[src/rtl/point_sequencer_if.sv]
// Point-buffer read port and DAC output bundle for the vector point sequencer.
interface point_sequencer_if;
  logic        drawing;
  logic [10:0] num_pts;
  logic [29:0] point;
  logic [10:0] index;
  logic        done_drawing;
  logic [11:0] x;
  logic [11:0] y;
  logic [5:0]  z;
  logic        dac_strobe;
  logic        busy;

  modport master (
    input  drawing, num_pts, point,
    output index, done_drawing, x, y, z, dac_strobe, busy
  );

  modport slave (
    output drawing, num_pts, point,
    input  index, done_drawing, x, y, z, dac_strobe, busy
  );
endinterface

[src/rtl/point_sequencer.sv]
// Walks a frame of points out of a buffer and drives x/y/z DAC codes,
// holding lit points DWELL cycles and blanked points BLANK_DWELL cycles.
module point_sequencer #(
  parameter int DWELL       = 8,
  parameter int BLANK_DWELL = 32
) (
  input logic               clk,
  input logic               reset,
  point_sequencer_if.master bus
);

  localparam int MAXD = (DWELL > BLANK_DWELL) ? DWELL : BLANK_DWELL;
  localparam int CW   = $clog2(MAXD + 1);

  typedef enum logic [2:0] {S_IDLE, S_FETCH, S_LOAD, S_DWELL, S_DONE} state_t;

  state_t      state;
  logic        armed;
  logic [10:0] npts;
  logic [10:0] index;
  logic [CW-1:0] cnt;
  logic [11:0] x, y;
  logic [5:0]  z;
  logic        dac_strobe, done_drawing, busy;

  assign bus.index        = index;
  assign bus.x            = x;
  assign bus.y            = y;
  assign bus.z            = z;
  assign bus.dac_strobe   = dac_strobe;
  assign bus.done_drawing = done_drawing;
  assign bus.busy         = busy;

  always_ff @(posedge clk or negedge reset) begin
    if (!reset) begin
      state        <= S_IDLE;
      armed        <= 1'b0;
      npts         <= '0;
      index        <= '0;
      cnt          <= '0;
      x            <= '0;
      y            <= '0;
      z            <= '0;
      dac_strobe   <= 1'b0;
      done_drawing <= 1'b0;
      busy         <= 1'b0;
    end else begin
      dac_strobe   <= 1'b0;
      done_drawing <= 1'b0;
      case (state)
        S_IDLE: begin
          // armed only re-arms after drawing is seen low here, so a slow
          // falling drawing after a frame cannot replay it
          if (!bus.drawing) begin
            armed <= 1'b1;
          end else if (armed) begin
            armed <= 1'b0;
            busy  <= 1'b1;
            if (bus.num_pts != 11'd0) begin
              npts  <= bus.num_pts;
              index <= '0;
              state <= S_FETCH;
            end else begin
              state <= S_DONE;
            end
          end
        end
        S_DONE: begin
          done_drawing <= 1'b1;
          z            <= '0;
          index        <= '0;
          busy         <= 1'b0;
          state        <= S_IDLE;
        end
        default: begin
          if (!bus.drawing) begin
            z     <= '0;
            index <= '0;
            busy  <= 1'b0;
            state <= S_IDLE;
          end else begin
            case (state)
              S_FETCH: state <= S_LOAD;
              S_LOAD: begin
                x          <= bus.point[29:18];
                y          <= bus.point[17:6];
                z          <= bus.point[5:0];
                dac_strobe <= 1'b1;
                cnt        <= (bus.point[5:0] != 6'd0) ? CW'(DWELL) : CW'(BLANK_DWELL);
                state      <= S_DWELL;
              end
              default: begin
                cnt <= cnt - 1'b1;
                if (cnt == CW'(1)) begin
                  if (index == npts - 11'd1) begin
                    state <= S_DONE;
                  end else begin
                    index <= index + 11'd1;
                    state <= S_FETCH;
                  end
                end
              end
            endcase
          end
        end
      endcase
    end
  end

endmodule
[src/flat_wrapper.sv]
// flat-port wrapper written by rule: the top's interface ports become plain ports
module point_sequencer_flat 
#(
  parameter int DWELL       = 8,
  parameter int BLANK_DWELL = 32
)
  (clk, reset, bus_drawing, bus_num_pts, bus_point, bus_index, bus_done_drawing, bus_x, bus_y, bus_z, bus_dac_strobe, bus_busy);
  point_sequencer_if bus_i ();
  input logic clk;
  input logic reset;
  input wire logic [$bits(bus_i.drawing)-1:0] bus_drawing;
  input wire logic [$bits(bus_i.num_pts)-1:0] bus_num_pts;
  input wire logic [$bits(bus_i.point)-1:0] bus_point;
  output wire logic [$bits(bus_i.index)-1:0] bus_index;
  output wire logic [$bits(bus_i.done_drawing)-1:0] bus_done_drawing;
  output wire logic [$bits(bus_i.x)-1:0] bus_x;
  output wire logic [$bits(bus_i.y)-1:0] bus_y;
  output wire logic [$bits(bus_i.z)-1:0] bus_z;
  output wire logic [$bits(bus_i.dac_strobe)-1:0] bus_dac_strobe;
  output wire logic [$bits(bus_i.busy)-1:0] bus_busy;
  assign bus_i.drawing = bus_drawing;
  assign bus_i.num_pts = bus_num_pts;
  assign bus_i.point = bus_point;
  assign bus_index = bus_i.index;
  assign bus_done_drawing = bus_i.done_drawing;
  assign bus_x = bus_i.x;
  assign bus_y = bus_i.y;
  assign bus_z = bus_i.z;
  assign bus_dac_strobe = bus_i.dac_strobe;
  assign bus_busy = bus_i.busy;
  point_sequencer #(.DWELL(DWELL), .BLANK_DWELL(BLANK_DWELL)) u_core (.clk(clk), .reset(reset), .bus(bus_i));
endmodule
[config.mk]
export PLATFORM = sky130hd
export DESIGN_NAME = point_sequencer_flat
export DESIGN_NICKNAME = d
export VERILOG_FILES = /design/src/rtl/point_sequencer_if.sv /design/src/rtl/point_sequencer.sv /design/src/flat_wrapper.sv
export SDC_FILE = /design/constraint.sdc
export NUM_CORES = 1
export LEC_CHECK = 0
export ABC_AREA = 1
export CAP_MARGIN = 10
export CORE_ASPECT_RATIO = 0.75
export CORE_MARGIN = 4
export CORE_UTILIZATION = 49
export DETAILED_ROUTE_END_ITERATION = 8
export PLACE_DENSITY_LB_ADDON = 0.3
export SLEW_MARGIN = 0
export SYNTH_ARGS = -nofsm -noshare
export SYNTH_HDL_FRONTEND = slang
export SYNTH_SLANG_ARGS = --single-unit
export TNS_END_PERCENT = 50
[constraint.sdc]
create_clock -name clk -period 2 [get_ports clk]
set_input_delay 0.4 -clock clk [delete_from_list [all_inputs] [get_ports clk]]
set_output_delay 0.4 -clock clk [all_outputs]
set_load 0.02 [all_outputs]
==> results of run 1 <==
repair_timing:
| action | CTS | global route |
|---|---|---|
| endpoints found under the hold margin | 0 | 0 |
| hold buffers | 0 | 0 |
| gates resized for setup | 1 | 20 |
| cloned | 0 | 2 |
| setup buffers | 0 | 1 |
| endpoints found under the setup margin | 3 | 17 |
| pin swaps | 0 | 2 |
cells in the final DEF (no fill, tap or decap), drive strengths merged, types with 14 or more instances in the layout:
cell / Yosys / layout
nand3: 21 / 21
a21oi: 14 / 14
o21ai: 28 / 28
nor2: 41 / 41
nand2: 173 / 173
buf: 7 / 31
clkdlybuf4s50: 0 / 86
nor3: 14 / 14
dfrtp: 65 / 65
inv: 49 / 51
power by group through the flow:
stage,combinational [mW],clock (mW),sequential [mW]
floorplan,1.69,0,2.61
global placement,3.38,0,2.24
detailed placement,3.47,0,2.26
CTS,3.50,1.19,2.24
global route,4.17,1.26,2.35
finish,3.79,1.18,2.28
per-layer routing:
metal	global-route usage	vias up
met4	0.05636	0
met5	0	-
met1	0.2994	1534
met2	0.3553	132
li1	-	1683
met3	0.07631	18
critical path, delay by kind of cell:
family / cells / cell delay (ns)
and+or+nand+nor: 8 / 1.09
buffers and inverters: 2 / 0.60
AOI/OAI and AO/OA: 1 / 0.09
layout make-up:
| type | count | area [um^2] | share of cell area |
|---|---|---|---|
| Tap cell | 84 | 105.1 | 0.02122 |
| Clock inverter | 6 | 73.82 | 0.01490 |
| Inverter | 50 | 200.2 | 0.04041 |
| Sequential cell | 65 | 1629 | 0.3289 |
| Timing Repair Buffer | 119 | 1191 | 0.2405 |
| Clock buffer | 10 | 137.6 | 0.02778 |
| Multi-Input combinational cell | 327 | 1617 | 0.3263 |
worst min-delay path by stage:
stage / to / slack (ns) / cells past startpoint
2_1_floorplan: u_core.armed$_DFFE_PN0P_ / 0.10 / 0
3_3_place_gp: u_core.bus.index[4]$_DFFE_PN0P_ / 0.43 / 1
3_5_place_dp: u_core.bus.index[4]$_DFFE_PN0P_ / 0.43 / 1
4_1_cts: u_core.bus.index[4]$_DFFE_PN0P_ / 0.06 / 1
5_1_grt: u_core.bus.index[4]$_DFFE_PN0P_ / 0.09 / 1
6_report: u_core.bus.index[5]$_DFFE_PN0P_ / 0.05 / 1
stage by stage:
step	cell area, um^2	TNS [ns]
finish	4954	0
global route	4954	-0.2902
CTS	4830	0
floorplan	3440	0
detailed placement	4616	-4.770
global placement	4616	-3.800
cells by family (layout without fill, tap and decap cells):
group	after synthesis	after routing	share of synthesized area
fa+ha+maj	4	4	0.01455
buf+inv	61	185	0.07421
xor+xnor	10	10	0.02547
flops	65	65	0.4729
simple gates	265	265	0.3267
mux	2	2	0.006547
compound gates	46	46	0.07967
state kept, by name, indices dropped and copies added, names as in the netlist:
signal	count
u_core.cnt	6
u_core.npts	11
u_core.bus.index	11
u_core.bus.busy	1
u_core.bus.y	12
u_core.bus.x	12
u_core.bus.dac_strobe	1
u_core.state	3
u_core.bus.done_drawing	1
u_core.armed	1
u_core.bus.z	6
==> out/metrics.cfg, run 1 <==
[run_status]
status=completed

[sta]
setup_viol_count_final=0
rsz0062_at_grt=yes
worst_slack_ns=0.04242
worst_slew_pin_slew_ns=0.5775
fin_crit_ns=1.958
slew_headroom=0.6150
finClkSkew_ns=0.007674
finalMaxSlewViolations=0
period_share=0.9788
timing.hold.ws_ns=0.04925
max_freq_mhz=510.8
hold_viol_final=0

[final_layout]
drive_gt1_frac=0.1664
fin_util=0.7251
n_antenna_cell=0
synthToLayoutAreaGrowth_pct=44.02
final_cell_count_no_fill=661
fillers=515
fin_nets=620

[worst_setup_path]
cp-startpoint=bus_num_pts[3]
crit_path_end_kind=flop
critPathRequiredTime_ns=2.23
rrSetupSlack_ns=0.04
critPathArrivalTime_ns=2.19
cpMaxStageDelayCell=clkdlybuf4s50_1
rr_endpoint=u_core.bus.index[1]$_DFFE_PN0P_
endpoint=u_core.bus.index[1]$_DFFE_PN0P_
worst_setup_path_start_kind=input pin
ff2ff_path_depth=16
critPathKind=in2reg
crit_chain=clkdlybuf4s50_1, or2_2, nor3_1, nand2_1, nand2_1, a21oi_1, nand3_2, nand2_4, clkbuf_16, nand3_1, nand2_1
critical_path.max_stage_delay_ns=0.42
crit_fanout=10
cp_common_cell=nand2_1
rr_startpoint=u_core.npts[1]$_DFFE_PN0P_

[global_routing]
grt_pass1_vias=3236
grt_max_degree=29
grt_antenna_before_repair=0
grt_usage=0.2251
grt_overflow=0
grt_pass1_wl_mm=15.33

[power_and_ir_drop]
ir_worst_vdd_mv=0.8184
combPwrFrac=0.523
intPower_mw=4.160
p_switching_mw=3.088
switching_share=0.4260
p_per_area_mw_per_mm2=1463
p_leak_nw=2.330
power_frac_clock=0.162
seqPwrFrac=0.314
power_mw=7.247

[synthesis]
syn_area_per_cell_um2=7.593
yosys.cell_count.top_type=nand2_1
yosys_warnings=0
yosys.area.top_type=dfrtp_1
async_flop_share=1.000
netlist_instances=453
synth_area_leaders=dfrtp_1, nand2_1, inv_1
ys_types=29
yosysTopAreaCellShare=0.4729
synthFlopType=dfrtp_1
synthTopCellsByCount=nand2_1, dfrtp_1, inv_1
syn_area_mm2=0.003440
yosysSeqAreaShare=0.4729
synth_edf_count=0
ys_seq_elements=65
syn-num-nets=501

[drt]
vias_per_cell=5.094
met3WireLength_um=814
dr_wl_met2_mm=4.235
postRouteAntennaNets=0
routedWlPerCell_um=14.12
drt_iter0_drc=199
detail_route.wirelength_mm=9.334
drcViolationCount=0
wl_met1_mm=4.164
dr.pass1.iters=4
via_count=3367
dr.max_layer_used=met4

[clocking]
cts_tree=built
numCtsBuffers=9
clock_sinks=65
cts_buffer_depth=2
clk_latency_ns=0.35
clkTransAtPathRegs_ns=0.07
h-tree-depth=3
clockRootBuffer=clkbuf_8

[floorplanning]
io_pins=88
die_height_um=80.56
core-area_mm2=0.006832
die_area_mm2=0.008438
die_x_um=104.7
initial_utilization=0.5035
rows=26

[place]
place.gp.congestion=0.9417
hpwl_mm=6.766
dp_cells=642
dp_slack_ns=-0.2424
io_buffers=87

[min_path]
hp-class=in2async

[run]
max-cap-violations=0

(Power assumes the default switching activity.)
==> inputs of run 2 (changes only) <==
CTS_CLUSTER_DIAMETER = 200   (was default)
HOLD_SLACK_MARGIN = 0.08   (was default)
==> run 2 against run 1 <==
Net effect:
- worst setup slack worse by 0.00068 ns
- utilization rose by 0.15 points
- clock power hardly changed
- power is essentially flat
- non-clock buffer count rose by 1
- critical path type unchanged
==> out/metrics.cfg, run 2 (synthesis gave the netlist of run 1 again) <==
[place]
dp_slack_ns=-0.2424  ; unchanged
dp_cells=642  ; unchanged
hpwl_mm=6.766  ; unchanged
place.gp.congestion=0.9417  ; unchanged
io_buffers=87  ; unchanged

[global_routing]
grt_usage=0.2251  ; unchanged
grt_pass1_wl_mm=15.33  ; unchanged
grt_use_met3=0.07631  ; unchanged
grt_pass1_vias=3238  ; +0.062%
grt_max_degree=29  ; unchanged
met1_usage=0.2994  ; unchanged
busiest_layer=met2
grtUsageMet2=0.3553  ; unchanged
grt_antenna_before_repair=0  ; unchanged
grt_overflow=0  ; unchanged

[sta]
finalMaxSlewViolations=0  ; unchanged
worst_slew_pin_slew_ns=0.5809  ; +0.003426 ns
setup_viol_count_final=0  ; unchanged
worst_slack_ns=0.04174  ; -0.0006841 ns
setup_tns_ns=0  ; unchanged
finClkSkew_ns=0.007343  ; -0.0003303 ns
fin_crit_ns=1.958  ; +0.0006841 ns
slew_headroom=0.6127  ; -0.002284
hold_viol_final=0  ; unchanged
period_share=0.9791  ; about the same
max_freq_mhz=510.7  ; about the same
rsz0062_at_grt=yes

[final_layout]
drive_gt1_frac=0.1661  ; -0.0002879
reg_top3=u_core.bus.x (12), u_core.bus.y (12)
n_antenna_cell=0  ; unchanged
synthToLayoutAreaGrowth_pct=44.31
final_cell_count_no_fill=662  ; +0.15%
fin_util=0.7266  ; +0.001465
layout_common_cells=nand2_1, clkdlybuf4s50_1, dfrtp_1, inv_1, nor2_1
final_common_cell=nand2_1
fin_nets=621  ; +0.16%

[worst_setup_path]
critPathKind=in2reg
crit_fanout=10  ; unchanged
rr_startpoint=u_core.npts[1]$_DFFE_PN0P_
ff2ff_path_depth=16  ; unchanged
critPathArrivalTime_ns=2.19  ; about the same
rrSetupSlack_ns=0.04  ; about the same
worst_setup_path_start_kind=input pin
crit_path_end_kind=flop
rr_endpoint=u_core.bus.index[1]$_DFFE_PN0P_
critPathRequiredTime_ns=2.23  ; about the same

[floorplanning]
die_area_mm2=0.008438  ; unchanged
initial_utilization=0.5035  ; unchanged
die_height_um=80.56  ; unchanged
io_pins=88  ; unchanged
die_x_um=104.7  ; unchanged
rows=26  ; unchanged
core-area_mm2=0.006832  ; unchanged

[clocking]
cts_tree=built
clockRootBuffer=clkbuf_8
clock_sinks=65  ; unchanged
numCtsBuffers=9  ; unchanged
cts_buffer_depth=2  ; unchanged
clkTransAtPathRegs_ns=0.07  ; about the same
h-tree-depth=3  ; unchanged
clk_latency_ns=0.34  ; about the same

[power_and_ir_drop]
p_leak_nw=2.334  ; +0.18%
p_per_area_mw_per_mm2=1461  ; -0.13%
ir_worst_vdd_mv=0.8184  ; about the same

[run_status]
status=completed

[min_path]
hold_end=u_core.bus.x[8]$_DFFE_PN0P_
hp-class=reg2reg
hold_depth=2
hp-start=u_core.bus.x[8]$_DFFE_PN0P_

[drt]
drt_iter0_drc=184  ; -7.5%
via_count=3349  ; -0.53%
postRouteAntennaNets=0  ; unchanged
drcViolationCount=0  ; unchanged
vias_per_cell=5.059  ; -0.68%
routedWlPerCell_um=14.12  ; about the same
detail_route.wirelength_mm=9.347  ; +0.14%
dr.pass1.iters=6  ; +2

[run]
max-cap-violations=0  ; unchanged

[run 2: how the worst max path moves through the flow]
stage / start / to / slack, ns / cells after the start
2_1_floorplan: u_core.npts[0]$_DFFE_PN0P_ / u_core.bus.index[4]$_DFFE_PN0P_ / 0.18 / 14
3_3_place_gp: bus_num_pts[0] / u_core.bus.index[4]$_DFFE_PN0P_ / -0.21 / 11
3_5_place_dp: bus_num_pts[3] / u_core.bus.index[0]$_DFFE_PN0P_ / -0.24 / 11
4_1_cts: u_core.npts[1]$_DFFE_PN0P_ / u_core.bus.index[10]$_DFFE_PN0P_ / 0.02 / 16
5_1_grt: u_core.npts[2]$_DFFE_PN0P_ / u_core.bus.index[1]$_DFFE_PN0P_ / -0.04 / 13
6_report: bus_num_pts[3] / u_core.bus.index[1]$_DFFE_PN0P_ / 0.04 / 11
[run 2: layout make-up]
| type | instances | area [um^2] |
|---|---|---|
| clock buffer | 10 | 137.6 |
| clock inverter | 6 | 73.82 |
| fill | 514 | 1868 |
| inverter | 50 | 200.2 |
| multi-input combinational | 327 | 1617 |
| sequential | 65 | 1629 |
| tap | 84 | 105.1 |
| timing repair buffer | 120 | 1201 |
[run 2: routing by layer]
layer,vias up,part of all wire
li1,1686,-
met1,1543,0.46
met2,107,0.45
met3,13,0.077
met4,0,0.010
met5,-,0
[run 2: what timing repair did]
action,in CTS,in global routing
gates cloned,0,2
hold buffers,1,0
pin swaps,0,2
resized for setup,1,20
buffers inserted,0,1
setup endpoints to repair,3,17
hold endpoints to repair,20,0
[run 2: stage by stage]
step	power, mW	cell area [um^2]	hold slack (ns)
after floorplan	4.294	3440	0.1044
after global placement	5.616	4616	0.4299
after detailed placement	5.724	4616	0.4279
after CTS	6.935	4840	0.4808
after global routing	7.779	4964	0.5062
final	7.253	4964	0.4793
[run 2: worst max-delay path: stages]
cell	delay, ns
clkdlybuf4s50_1	0.42
or2_2	0.28
nor3_1	0.22
nand2_1	0.15
nand2_1	0.13
a21oi_1	0.09
nand3_2	0.10
nand2_4	0.08
clkbuf_16	0.18
nand3_1	0.07
nand2_1	0.06
[run 2: report_power, final]
group	internal [mW]	switching, mW
logic	1.68	2.12
registers	1.86	0.422
clock network	0.625	0.551
total	4.16	3.09
